--- src/rtl/rpe_pkg.sv ---
`default_nettype none
// ============================================================================
// Module   : rpe_pkg
// Brief    : Shared widths, weight-code layout and psum sizing for rpe_db.
// Revision : 1.0
// ============================================================================
package rpe_pkg;

    localparam int DEF_SIZE  = 8;
    localparam int DEF_ACT_W = 7;
    localparam int DEF_WGT_W = 4;
    localparam int DEF_SHIFT = 3;

    // Weight code: [WGT_W-1:0] signed weight, [WGT_W] mode select.
    localparam int DEF_MODE_BIT = DEF_WGT_W;

    typedef enum logic {
        MODE_ODD   = 1'b0,
        MODE_SHIFT = 1'b1
    } wmode_e;

    // Bits needed to hold SIZE accumulated worst-case products.
    function automatic int psum_width(input int size, input int act_w,
                                      input int wgt_w, input int shift);
        return act_w + 1 + wgt_w + shift + 1 + $clog2(size);
    endfunction

    // One spare bit over the minimum keeps chained sums clear of the edge.
    localparam int DEF_PSUM_W = psum_width(DEF_SIZE, DEF_ACT_W, DEF_WGT_W, DEF_SHIFT) + 1;

endpackage
`default_nettype wire

--- src/rtl/rpe_db_if.sv ---
`default_nettype none
// ============================================================================
// Module   : rpe_db_if
// Brief    : Weight, swap, activation and psum links of one PE.
// Revision : 1.0
// ============================================================================
interface rpe_db_if #(
    parameter int ACT_W  = 7,
    parameter int WGT_W  = 4,
    parameter int PSUM_W = 20
);
    logic [WGT_W:0]    w_in;
    logic              w_in_valid;
    logic [WGT_W:0]    w_out;
    logic              w_out_valid;
    logic              swap_in;
    logic              swap_out;
    logic [ACT_W-1:0]  act_in;
    logic              act_in_valid;
    logic [ACT_W-1:0]  act_out;
    logic              act_out_valid;
    logic [PSUM_W-1:0] psum_in;
    logic [PSUM_W-1:0] psum_out;
    logic              psum_out_valid;
    logic              ovf;

    modport master (
        output w_in, w_in_valid, swap_in, act_in, act_in_valid, psum_in,
        input  w_out, w_out_valid, swap_out, act_out, act_out_valid,
               psum_out, psum_out_valid, ovf
    );

    modport slave (
        input  w_in, w_in_valid, swap_in, act_in, act_in_valid, psum_in,
        output w_out, w_out_valid, swap_out, act_out, act_out_valid,
               psum_out, psum_out_valid, ovf
    );
endinterface
`default_nettype wire

--- src/rtl/rpe_mac.sv ---
`default_nettype none
// ============================================================================
// Module   : rpe_mac
// Brief    : Combinational compressed-code MAC with wrap or saturating add.
// Revision : 1.0
// ============================================================================
module rpe_mac
    import rpe_pkg::*;
#(
    parameter int ACT_W  = DEF_ACT_W,
    parameter int WGT_W  = DEF_WGT_W,
    parameter int SHIFT  = DEF_SHIFT,
    parameter int PSUM_W = DEF_PSUM_W,
    parameter int SAT    = 0
) (
    input  wire logic [ACT_W-1:0]  i_act,
    input  wire logic [WGT_W:0]    i_w_code,
    input  wire logic [PSUM_W-1:0] i_psum,
    output logic      [PSUM_W-1:0] o_psum,
    output logic                   o_ovf
);
    localparam int MODE_BIT = WGT_W;
    localparam int SUM_W    = PSUM_W + 1;

    logic signed [SUM_W-1:0] a_ext;
    logic signed [SUM_W-1:0] w_ext;
    logic signed [SUM_W-1:0] w_odd_ext;
    logic signed [SUM_W-1:0] psum_ext;
    logic signed [SUM_W-1:0] prod;
    logic signed [SUM_W-1:0] sum;
    wmode_e                  mode;

    // Activation LSB is implied 1; 2w+1 is just the weight with a 1 appended.
    assign a_ext     = {{(SUM_W-ACT_W-1){i_act[ACT_W-1]}}, i_act, 1'b1};
    assign w_ext     = {{(SUM_W-WGT_W){i_w_code[WGT_W-1]}}, i_w_code[WGT_W-1:0]};
    assign w_odd_ext = {{(SUM_W-WGT_W-1){i_w_code[WGT_W-1]}}, i_w_code[WGT_W-1:0], 1'b1};
    assign psum_ext  = {i_psum[PSUM_W-1], i_psum};
    assign mode      = wmode_e'(i_w_code[MODE_BIT]);

    always_comb begin
        prod = a_ext * w_odd_ext;
        if (mode == MODE_SHIFT) begin
            prod = (a_ext * w_ext) <<< (SHIFT + 1);
        end
    end

    assign sum   = prod + psum_ext;
    assign o_ovf = sum[PSUM_W] ^ sum[PSUM_W-1];

    generate
        if (SAT != 0) begin : g_sat
            always_comb begin
                o_psum = sum[PSUM_W-1:0];
                if (o_ovf) begin
                    o_psum = sum[PSUM_W] ? {1'b1, {(PSUM_W-1){1'b0}}}
                                         : {1'b0, {(PSUM_W-1){1'b1}}};
                end
            end
        end else begin : g_wrap
            assign o_psum = sum[PSUM_W-1:0];
        end
    endgenerate

endmodule
`default_nettype wire

--- src/rtl/rpe_db.sv ---
`default_nettype none
// ============================================================================
// Module   : rpe_db
// Brief    : Double-buffered reduced-precision weight-stationary PE.
// Revision : 1.0
// ============================================================================
module rpe_db
    import rpe_pkg::*;
#(
    parameter int SIZE   = DEF_SIZE,
    parameter int ACT_W  = DEF_ACT_W,
    parameter int WGT_W  = DEF_WGT_W,
    parameter int SHIFT  = DEF_SHIFT,
    parameter int PSUM_W = psum_width(SIZE, ACT_W, WGT_W, SHIFT) + 1,
    parameter int SAT    = 0
) (
    input  wire logic clk,
    input  wire logic rst,
    rpe_db_if.slave   bus
);
    logic [WGT_W:0]    shadow_q, shadow_d;
    logic [WGT_W:0]    active_q, active_d;
    logic              swap_q,   swap_d;
    logic [ACT_W-1:0]  act_q,    act_d;
    logic              act_vld_q, act_vld_d;
    logic [PSUM_W-1:0] psum_q,   psum_d;
    logic              psum_vld_q, psum_vld_d;
    logic              ovf_q,    ovf_d;

    logic [PSUM_W-1:0] mac_psum;
    logic              mac_ovf;

    // MAC always sees the pre-edge active weight, so a swap lands next cycle.
    rpe_mac #(
        .ACT_W  (ACT_W),
        .WGT_W  (WGT_W),
        .SHIFT  (SHIFT),
        .PSUM_W (PSUM_W),
        .SAT    (SAT)
    ) u_mac (
        .i_act    (bus.act_in),
        .i_w_code (active_q),
        .i_psum   (bus.psum_in),
        .o_psum   (mac_psum),
        .o_ovf    (mac_ovf)
    );

    always_comb begin
        shadow_d   = bus.w_in_valid ? bus.w_in : shadow_q;
        active_d   = bus.swap_in ? shadow_q : active_q;
        swap_d     = bus.swap_in;
        act_d      = bus.act_in_valid ? bus.act_in : act_q;
        act_vld_d  = bus.act_in_valid;
        psum_d     = bus.act_in_valid ? mac_psum : psum_q;
        psum_vld_d = bus.act_in_valid;
        ovf_d      = ovf_q | (bus.act_in_valid & mac_ovf);
    end

    always_ff @(posedge clk) begin
        if (rst) begin
            shadow_q   <= '0;
            active_q   <= '0;
            swap_q     <= 1'b0;
            act_q      <= '0;
            act_vld_q  <= 1'b0;
            psum_q     <= '0;
            psum_vld_q <= 1'b0;
            ovf_q      <= 1'b0;
        end else begin
            shadow_q   <= shadow_d;
            active_q   <= active_d;
            swap_q     <= swap_d;
            act_q      <= act_d;
            act_vld_q  <= act_vld_d;
            psum_q     <= psum_d;
            psum_vld_q <= psum_vld_d;
            ovf_q      <= ovf_d;
        end
    end

    assign bus.w_out          = shadow_q;
    assign bus.w_out_valid    = bus.w_in_valid;
    assign bus.swap_out       = swap_q;
    assign bus.act_out        = act_q;
    assign bus.act_out_valid  = act_vld_q;
    assign bus.psum_out       = psum_q;
    assign bus.psum_out_valid = psum_vld_q;
    assign bus.ovf            = ovf_q;

endmodule
`default_nettype wire

--- src/flat_wrapper.sv ---
// flat-port wrapper written by rule: the top's interface ports become plain ports
module rpe_db_flat import rpe_pkg::*;
#(
    parameter int SIZE   = DEF_SIZE,
    parameter int ACT_W  = DEF_ACT_W,
    parameter int WGT_W  = DEF_WGT_W,
    parameter int SHIFT  = DEF_SHIFT,
    parameter int PSUM_W = psum_width(SIZE, ACT_W, WGT_W, SHIFT) + 1,
    parameter int SAT    = 0
)
  (clk, rst, bus_w_in, bus_w_in_valid, bus_swap_in, bus_act_in, bus_act_in_valid, bus_psum_in, bus_w_out, bus_w_out_valid, bus_swap_out, bus_act_out, bus_act_out_valid, bus_psum_out, bus_psum_out_valid, bus_ovf);
  rpe_db_if #(.ACT_W(ACT_W), .WGT_W(WGT_W), .PSUM_W(PSUM_W)) bus_i ();
  input  wire logic clk;
  input  wire logic rst;
  input wire logic [$bits(bus_i.w_in)-1:0] bus_w_in;
  input wire logic [$bits(bus_i.w_in_valid)-1:0] bus_w_in_valid;
  input wire logic [$bits(bus_i.swap_in)-1:0] bus_swap_in;
  input wire logic [$bits(bus_i.act_in)-1:0] bus_act_in;
  input wire logic [$bits(bus_i.act_in_valid)-1:0] bus_act_in_valid;
  input wire logic [$bits(bus_i.psum_in)-1:0] bus_psum_in;
  output wire logic [$bits(bus_i.w_out)-1:0] bus_w_out;
  output wire logic [$bits(bus_i.w_out_valid)-1:0] bus_w_out_valid;
  output wire logic [$bits(bus_i.swap_out)-1:0] bus_swap_out;
  output wire logic [$bits(bus_i.act_out)-1:0] bus_act_out;
  output wire logic [$bits(bus_i.act_out_valid)-1:0] bus_act_out_valid;
  output wire logic [$bits(bus_i.psum_out)-1:0] bus_psum_out;
  output wire logic [$bits(bus_i.psum_out_valid)-1:0] bus_psum_out_valid;
  output wire logic [$bits(bus_i.ovf)-1:0] bus_ovf;
  assign bus_i.w_in = bus_w_in;
  assign bus_i.w_in_valid = bus_w_in_valid;
  assign bus_i.swap_in = bus_swap_in;
  assign bus_i.act_in = bus_act_in;
  assign bus_i.act_in_valid = bus_act_in_valid;
  assign bus_i.psum_in = bus_psum_in;
  assign bus_w_out = bus_i.w_out;
  assign bus_w_out_valid = bus_i.w_out_valid;
  assign bus_swap_out = bus_i.swap_out;
  assign bus_act_out = bus_i.act_out;
  assign bus_act_out_valid = bus_i.act_out_valid;
  assign bus_psum_out = bus_i.psum_out;
  assign bus_psum_out_valid = bus_i.psum_out_valid;
  assign bus_ovf = bus_i.ovf;
  rpe_db #(.SIZE(SIZE), .ACT_W(ACT_W), .WGT_W(WGT_W), .SHIFT(SHIFT), .PSUM_W(PSUM_W), .SAT(SAT)) u_core (.clk(clk), .rst(rst), .bus(bus_i));
endmodule
--- config.mk ---
export PLATFORM = sky130hd
export DESIGN_NAME = rpe_db_flat
export DESIGN_NICKNAME = d
export VERILOG_FILES = /design/src/rtl/rpe_pkg.sv /design/src/rtl/rpe_db_if.sv /design/src/rtl/rpe_mac.sv /design/src/rtl/rpe_db.sv /design/src/flat_wrapper.sv
export SDC_FILE = /design/constraint.sdc
export NUM_CORES = 1
export LEC_CHECK = 0
export CAP_MARGIN = 20
export CORE_UTILIZATION = 30
export CTS_BUF_LIST = sky130_fd_sc_hd__clkbuf_8
export DETAILED_ROUTE_END_ITERATION = 10
export PLACE_DENSITY_LB_ADDON = 0.05
export REMOVE_ABC_BUFFERS = 1
export SLEW_MARGIN = 10
export SYNTH_ARGS = -nofsm -noshare
export SYNTH_HDL_FRONTEND = slang
export SYNTH_SLANG_ARGS = --single-unit
--- constraint.sdc ---
create_clock -name clk -period 11.8 [get_ports clk]
set_input_delay 1.77 -clock clk [delete_from_list [all_inputs] [get_ports clk]]
set_output_delay 1.77 -clock clk [all_outputs]
set_load 0.02 [all_outputs]
==> impl_metrics.ini <==
[run_status]
status = complete, no violations

[hold_path]
whs_path_depth = 2
min_path_type = reg -> reg

[critical_path]
critPathKind = in -> reg
critical_path_arrival_ns = 7.83
r2r_cells = 21
critPathLaunchType = input pin
crit_path_end_kind = register
cp_max_fo = 8
critPathRequiredTime_ns = 12.02

[clock_tree]
hold_buffers = 0
tritoncts = built
numCtsBuffers = 5
htree_levels = 2
cts_resized = 0
numClockSinks = 40
clock_latency_ns = 0.32
post_cts_buffers = 0
clkTransAtPathRegs_ns = 0.10
clockRootBuffer = clkbuf_8
cts_buffer_depth = 2

[routing]
num_vias = 3867
first_pass_iters = 4
drc = 0
drt-total-wl_mm = 12.3
viasPerCell = 4.85
drt_iter0_markers = 154
ant_nets = 0
wl_per_cell_um = 15.4

[cells_and_area]
layout-drive-gt1-share = 0.0279
fin_cells = 798
nFillCells = 1572
final_common_cell = clkdlybuf4s50_1
ff_latch_area_um2 = 801
fin_util = 0.372
final_cell_area_um2 = 5630
diodes = 0
most-common-layout-cells = clkdlybuf4s50_1 (73), inv_1 (71), ha_1 (59)
syn2layout_area_growth_pct = 21.5
multi_input_area_um2 = 3500
nNetsFinal = 742

[floorplanning]
initial_utilization = 0.306
die_w_um = 126
core_area_um2 = 15100
die_y_um = 126
die-area_um2 = 15900
rows = 45
ios = 74

[global_route]
grt_pass1_vias = 4080
grt_use_total = 0.166
grt_start_max_net_pins = 41
antenna_found_initial = 0
grt_pass1_wl_mm = 20.8
grt_overflow = 0

[timing]
fin_hold_ws_ns = 0.476
rsz0062_at_grt = no
setup_viol = 0
fmax_mhz = 131
max-slew-margin-rel = 0.575
fin_tns_setup_ns = 0
fin_crit_sh = 0.644
skew_ns = 0.0159
setup_slack_ns = 4.20
hold_viol = 0
tightest_slew_ns = 0.637
period_minus_slack_ns = 7.60
maxSlewViolCount = 0

[synth]
synth.area.top_cells = dfxtp_1 (17%), ha_1 (16%), fa_1 (16%)
synth-async-reset-ratio = 0
ys_types = 50
yosysSeqAreaShare = 0.173
ys.flop_type = dfxtp_1
yosys_warnings = 0
syn_avg_cell_area_um2 = 8.52
syn_area_um2 = 4630
synth_seq_cells = 40
yosysTopAreaCellShare = 0.173
yosys.area.top_type = dfxtp_1
synth_edf_count = 0
syn_inst = 544

[placement]
dpl.hpwl_mm = 9.88
place.gp.congestion = 0.845
post_dp_cell_area_um2 = 5550
place_ws_ns = 3.88
dp_cells = 791
io_buffers = 73

[power]
peakVddDrop_mv = 0.0368
p_leak_nw = 2.63
p_total_mw = 0.570
powerDensity_nw_per_um2 = 101

[run]
drv_cap = 0
-- worst paths after layout --
| kind | startpoint | end | slack (ns) |
|---|---|---|---|
| hold reg to reg | u_core.bus.psum_out[10]$_SDFFE_PP0P_ | u_core.bus.psum_out[10]$_SDFFE_PP0P_ | 0.48 |
| hold / removal | u_core.bus.psum_out[10]$_SDFFE_PP0P_ | u_core.bus.psum_out[10]$_SDFFE_PP0P_ | 0.48 |
| setup reg to reg | u_core.active_q[0]$_SDFFE_PP0P_ | u_core.bus.psum_out[19]$_SDFFE_PP0P_ | 5.74 |
| setup / recovery | bus_act_in[6] | u_core.bus.psum_out[19]$_SDFFE_PP0P_ | 4.20 |
-- metal layers --
metal,up-vias,track usage,wire length [um]
met3,12,0.0293,459
met4,0,0.0489,220
li1,1999,-,-
met1,1781,0.220,6120
met5,-,0,0
met2,75,0.276,5500
-- cell type report --
cell class                      instances  share of cell area
Tap cell                              188              0.0418
Multi-Input combinational cell        417               0.622
Timing Repair Buffer                   75               0.133
Clock buffer                            5              0.0122
Inverter                               71              0.0474
Sequential cell                        40               0.142
Clock inverter                          2             0.00222
-- state kept, by name (all words and copies together) (netlist names) --
signal / flops
u_core.bus.psum_out: 20
u_core.active_q: 5
u_core.bus.w_out: 5
u_core.bus.act_out_valid: 1
u_core.bus.swap_out: 1
u_core.bus.ovf: 1
u_core.bus.act_out: 7
-- kinds of logic after synthesis --
family	Yosys count	synth area share
adder cells (fa/ha/maj)	95	0.315
flip-flops	40	0.173
multiplexers	24	0.0521
buffers and inverters	87	0.0721
AND/OR/NAND/NOR	154	0.164
XOR/XNOR	26	0.0491
AO/OA/AOI/OAI	118	0.175
-- synth_stat cells, types with 3 or more instances --
cell type and number:
nand3b_1 4, xor2_1 9, mux2i_1 23, o21a_1 9, nand2b_1 3, a21oi_1 31
buf_1 4, o21bai_1 6, a211oi_1 5, and2_1 19, inv_1 71, nor3_1 7
dfxtp_1 40, and3_1 12, o21ai_0 18, xnor2_1 17, nor2_1 40, a311o_1 4
clkbuf_1 10, nand3_1 9, ha_1 59, nor4_1 3, or3_1 5, nand2_1 37
nor2b_1 9, a31oi_1 7, o211ai_1 4, a21o_1 15, fa_1 36
-- worst max-delay path, cell delays in order --
cell	delay (ns)
clkdlybuf4s50_1	0.55
and2_1	0.30
fa_1	0.54
inv_1	0.07
fa_1	0.49
fa_1	0.55
inv_1	0.04
ha_1	0.33
a21oi_1	0.22
o21ai_0	0.15
a211oi_1	0.32
nor3_1	0.09
nor3_1	0.39
a21oi_1	0.23
ha_1	0.50
and3_1	0.29
and2_1	0.22
nand3_1	0.09
a21oi_1	0.32
nor4_1	0.10
a311o_1	0.28
-- report_power, final --
part           total, mW  switching (mW)  internal (mW)  leakage (nW)
Sequential         0.163          0.0105          0.153         0.330
Combinational      0.309           0.174          0.135          2.26
Clock             0.0976          0.0574         0.0402        0.0400
Total              0.570           0.242          0.328          2.63
Power figures use the tool's default switching activity.
